`config.mk`:
```
export PLATFORM = sky130hd
export DESIGN_NAME = model_transformer_vector_transmitter
export DESIGN_NICKNAME = d
export VERILOG_FILES = /design/src/rtl/model_transformer_vector_transmitter.sv
export SDC_FILE = /design/constraint.sdc
export NUM_CORES = 2
export LEC_CHECK = 0
export ABC_AREA = 0
export CAP_MARGIN = 10
export CORE_UTILIZATION = 35
export CTS_CLUSTER_SIZE = 28
export DETAILED_ROUTE_END_ITERATION = 10
export HOLD_SLACK_MARGIN = 0.08
export SKIP_LAST_GASP = 1
export SYNTH_ARGS = -nofsm -noshare
export SYNTH_HDL_FRONTEND = slang
export SYNTH_SLANG_ARGS = --single-unit
```
`constraint.sdc`:
```
create_clock -name CLK -period 12.42 [get_ports CLK]
set_input_delay 3.105 -clock CLK [delete_from_list [all_inputs] [get_ports CLK]]
set_output_delay 3.105 -clock CLK [all_outputs]
set_load 0.05 [all_outputs]
```
`src/rtl/model_transformer_vector_transmitter.sv`:
```
// Element-serial vector transmitter: buffers a vector written element-by-element,
// then replays it one element per consumer request after START.
module model_transformer_vector_transmitter #(
   parameter int DATA_SIZE    = 64,
   parameter int CONTROL_SIZE = 4,
   parameter int L            = 64
) (
   input  logic                 CLK,
   input  logic                 RST,
   input  logic                 START,
   output logic                 READY,
   input  logic [DATA_SIZE-1:0] SIZE_IN,
   input  logic                 WR_ENABLE,
   input  logic [DATA_SIZE-1:0] WR_DATA,
   input  logic                 DATA_OUT_REQUEST,
   output logic                 DATA_OUT_ENABLE,
   output logic [DATA_SIZE-1:0] DATA_OUT,
   output logic                 DATA_OUT_LAST
);

   localparam int CW = $clog2(L) + 1;
   localparam int AW = CW - 1;

   // CONTROL_SIZE carries no logic here; it only has to be a legal width.
   if (CONTROL_SIZE < 1 || L < 2) begin : g_param_check
      $error("model_transformer_vector_transmitter: illegal CONTROL_SIZE or L");
   end

   typedef enum logic {IDLE, STREAM} state_t;

   state_t                state_q, state_d;
   logic [CW-1:0]         wr_ptr_q, wr_ptr_d;
   logic [CW-1:0]         rd_idx_q, rd_idx_d;
   logic [CW-1:0]         size_q, size_d;
   logic                  ready_q, ready_d;
   logic                  en_q, en_d;
   logic                  last_q, last_d;
   logic [DATA_SIZE-1:0]  data_q, data_d;
   logic [DATA_SIZE-1:0]  mem_q [L];
   logic                  mem_we;
   logic [CW-1:0]         size_clamped;

   // Clamp is decided on the full SIZE_IN width so huge values saturate to L.
   assign size_clamped = (SIZE_IN > DATA_SIZE'(L)) ? CW'(L) : SIZE_IN[CW-1:0];
   assign mem_we       = (state_q == IDLE) && WR_ENABLE;

   always_ff @(posedge CLK) begin
      if (mem_we) mem_q[wr_ptr_q[AW-1:0]] <= WR_DATA;
   end

   always_comb begin
      state_d  = state_q;
      wr_ptr_d = wr_ptr_q;
      rd_idx_d = rd_idx_q;
      size_d   = size_q;
      ready_d  = 1'b0;
      en_d     = 1'b0;
      last_d   = 1'b0;
      data_d   = data_q;
      unique case (state_q)
         IDLE: begin
            if (WR_ENABLE) begin
               wr_ptr_d = (wr_ptr_q == CW'(L - 1)) ? '0 : wr_ptr_q + 1'b1;
            end
            if (START) begin
               size_d   = size_clamped;
               rd_idx_d = '0;
               wr_ptr_d = '0;
               if (size_clamped == '0) ready_d = 1'b1;
               else                    state_d = STREAM;
            end
         end
         STREAM: begin
            if (DATA_OUT_REQUEST) begin
               data_d   = mem_q[rd_idx_q[AW-1:0]];
               en_d     = 1'b1;
               rd_idx_d = rd_idx_q + 1'b1;
               if (rd_idx_q == size_q - 1'b1) begin
                  last_d  = 1'b1;
                  ready_d = 1'b1;
                  state_d = IDLE;
               end
            end
         end
         default: state_d = IDLE;
      endcase
   end

   always_ff @(posedge CLK or negedge RST) begin
      if (!RST) begin
         state_q  <= IDLE;
         wr_ptr_q <= '0;
         rd_idx_q <= '0;
         size_q   <= '0;
         ready_q  <= 1'b0;
         en_q     <= 1'b0;
         last_q   <= 1'b0;
         data_q   <= '0;
      end else begin
         state_q  <= state_d;
         wr_ptr_q <= wr_ptr_d;
         rd_idx_q <= rd_idx_d;
         size_q   <= size_d;
         ready_q  <= ready_d;
         en_q     <= en_d;
         last_q   <= last_d;
         data_q   <= data_d;
      end
   end

   assign READY           = ready_q;
   assign DATA_OUT_ENABLE = en_q;
   assign DATA_OUT_LAST   = last_q;
   assign DATA_OUT        = data_q;

endmodule

```
==> summary.md <==
| Metric | Value |
|---|---|
| Outcome | completed |
| Peak supply drop | 0.140 mV |
| Delay-heaviest family, CP | simple AND/OR/NAND/NOR gates |
| Crit path kind | in -> reg |
| Max Cap Viol | 0 |
| CTS root buf | clkbuf_16 |
| GR Util met3 | 3.25% |
| Arrival @ worst endpoint | 7080 ps |
| First-pass GRT wire length | 630000 µm |
| Clock Path Buffers | 4 |
| First DRT Iteration DRCs | 10300 |
| Worst path bufs/invs | 2 |
| Global routing's busiest layer | met2 |
| Worst-margin pin slew | 1300 ps |
| Clock transition at path regs | 60 ps |
| Vias | 78500 |
| Placed Instance Area | 170000 µm² |
| Design area | 183000 µm² |
| Setup crit end kind | flop |
| Setup TNS | 0 ps |
| Post-CTS setup buffers | 0 |
| Worst Setup SP | WR_ENABLE |
| Reg-to-reg endpoint | DATA_OUT[33] |
| Total power | 36.2 mW |
| Initial antenna violation count | 53 |
| CTS Sinks | 4185 |
| Slowest cell on the critical path | nor2_4 |
| DPL Wire Length | 264000 µm |
| Util after Layout | 40.2% |
| Placement Setup Slack | 4900 ps |
| Global-route usage over all layers | 19.3% |
| Rows | 248 |
| Slowest Stage Delay on Critical Path | 1190 ps |
| Max Slew Vio Count | 0 |
| Maximum clock frequency | 154 MHz |
| Pleak | 57.1 nW |
| # H-tree levels | 5 |
| Met2 Use GR | 31.9% |
| Die W | 679 µm |
| Core area | 456000 µm² |
| Wire per inst | 32.6 µm |
| Hold Vio Cnt, Final | 0 |
| CP startpoint kind | primary input |
| Sequential share of the synthesized area | 78.1% |
| Die area | 461000 µm² |
| Post-DRT Antenna Nets | 0 |
| Routability cong. | 0.868 |
| Setup violators final | 0 |
| Drt first pass iters | 6 |
| Power Dens Cells | 198 nW/µm² |
| Worst setup margin | 5910 ps |
| CP Capture Point | mem_q[55][23] |
| Top-Level Pins | 200 |
| Fraction of registers with async set/reset | 2.13% |
| Fraction of final layout cells sized beyond drive strength 1 | 24.3% |
| Total grt overflow | 0 |
| Period utilization | 52.4% |
| Area Growth Syn to Fin | 14.3% |
| Largest net degree at the start of global routing | 98 |
| Grt met1 use | 26.2% |
| Worst EP required | 12990 ps |
| R2r startpoint | rd_idx_q[0] |
| Vias in the first global route | 78700 |
| CP max FO | 36 |
| Net count, final | 7722 |
| Rel. slew slack | 11.2% |
| Ys flop type | edfxtp_1 |
| Fin crit period | 6510 ps |
| Initial Utilization | 35.2% |
| # DRC | 0 |
| Syn Inst Count | 7128 |
| DRT Wirelength | 455000 µm |
| Setup Skew | 64.2 ps |
| Vias/cell | 5.63 |
| Crit path depth | 6 |
| Inserted Clock Buffers | 412 |
| RSZ-0062 raised after global routing | false |
| Number of synthesized flops with an enable pin | 4096 |
| Hold buffer count at cts | 0 |
| Synthesized area per cell | 22.5 µm² |
| Crit-path cells | clkdlybuf4s50_1 > nor2b_1 > and2_1 > nand3_1 > nor2_4 > buf_4 |
| R2R Setup Slk | 7240 ps |
| Yosys cell types | 70 |
| Post-CTS sizing | 0 |
| Worst skew pair latency | 960 ps |
| Worst hold-check path type | reg -> reg |
| CTS tree | done |
| Cells on worst reg2reg path | 7 |
| Die Height | 679 µm |
| Mapped Nets | 7264 |
| Synthesized flop and latch total | 4185 |
| Synth Cell Area | 160000 µm² |
| Port Buffer Count | 199 |
| Warnings from Yosys | 0 |
## metal layers
| metal | up-vias | wire (µm) |
|---|---|---|
| li1 | 31400 | - |
| met1 | 42500 | 179000 |
| met2 | 3936 | 222000 |
| met3 | 637 | 40000 |
| met4 | 20 | 14700 |
| met5 | - | 121 |
## power by group
part / total [mW] / leakage (nW) / switching [mW] / internal (mW)
sequential: 16.0 / 37.9 / 0.363 / 15.6
combinational: 7.76 / 12.7 / 5.00 / 2.76
clock: 12.5 / 6.54 / 5.36 / 7.10
## cell families (layout without fill, tap and decap cells)
group	Yosys count	after routing	share of synthesized area, %
compound gates	671	671	3.23
xor+xnor	10	10	0.0546
mux	1470	1470	16.0
buf+inv	421	1229	1.63
simple gates	368	368	1.01
other cells	0	16	0
flops	4185	4185	78.1
fa+ha+maj	3	3	0.0234
## worst reg2reg max path, delay by kind of cell (launching register included)
| kind | cells | cell delay (ps) |
|---|---|---|
| AOI/OAI and AO/OA | 4 | 1790 |
| buffers and inverters | 2 | 1620 |
| DFF | 1 | 1060 |
| muxes | 1 | 640 |
## area by class of cell
class | instances | area [µm²]
flip-flops and latches | 4185 | 125000
diodes | 16 | 40.0
multi-input cells | 2522 | 33100
clock inverters | 256 | 2570
fillers | 39600 | 273000
well taps | 6000 | 7510
inverters | 9 | 43.8
clock buffers | 508 | 10900
repair buffers | 456 | 3770
## metrics by stage
step	hold WS, ps	std cells
global route	534	13900
global placement	509	13200
floorplan	469	7128
finish	536	14000
detailed placement	514	13200
CTS	522	13900
## placed cells by master, fill, tap and decap left out, drive strengths merged, types with 49 or more instances in the layout
cell              n
clkinv          179
clkbuf          508
a221oi           87
clkdlybuf4s50   134
o22ai           112
nand2           119
mux2i           551
edfxtp         4096
o21ai            56
buf             322
nor2            144
dfrtp            89
mux2             64
a21oi            49
o221ai           82
mux4            855
## how the worst min path moves through the flow
stage | endpoint | cells after the start | startpoint
floorplan | size_q[6] | 2 | size_q[6]
global placement | wr_ptr_q[6] | 1 | wr_ptr_q[6]
detailed placement | wr_ptr_q[6] | 1 | wr_ptr_q[6]
CTS | wr_ptr_q[6] | 1 | wr_ptr_q[6]
global route | wr_ptr_q[6] | 1 | wr_ptr_q[6]
finish | wr_ptr_q[6] | 1 | wr_ptr_q[6]
## registers in the layout, summed over array words and instances (netlist names)
signal and cells:
DATA_OUT_LAST 1, state_q 1, wr_ptr_q 7, DATA_OUT_ENABLE 1, rd_idx_q 7, DATA_OUT 64
READY 1, mem_q 4096, size_q 7
## synthesized netlist by cell type (82+ instances only)
library cell | count | area, µm²
nor2_1 | 144 | 541
nand2_1 | 119 | 447
edfxtp_1 | 4096 | 123000
mux4_2 | 831 | 18700
mux2i_1 | 551 | 5520
a221oi_1 | 87 | 762
buf_4 | 82 | 616
buf_2 | 103 | 515
o22ai_1 | 112 | 701
o221ai_1 | 82 | 718
clkbuf_1 | 134 | 503
dfrtp_1 | 89 | 2230
No activity file was read; power rests on OpenSTA's default activity.
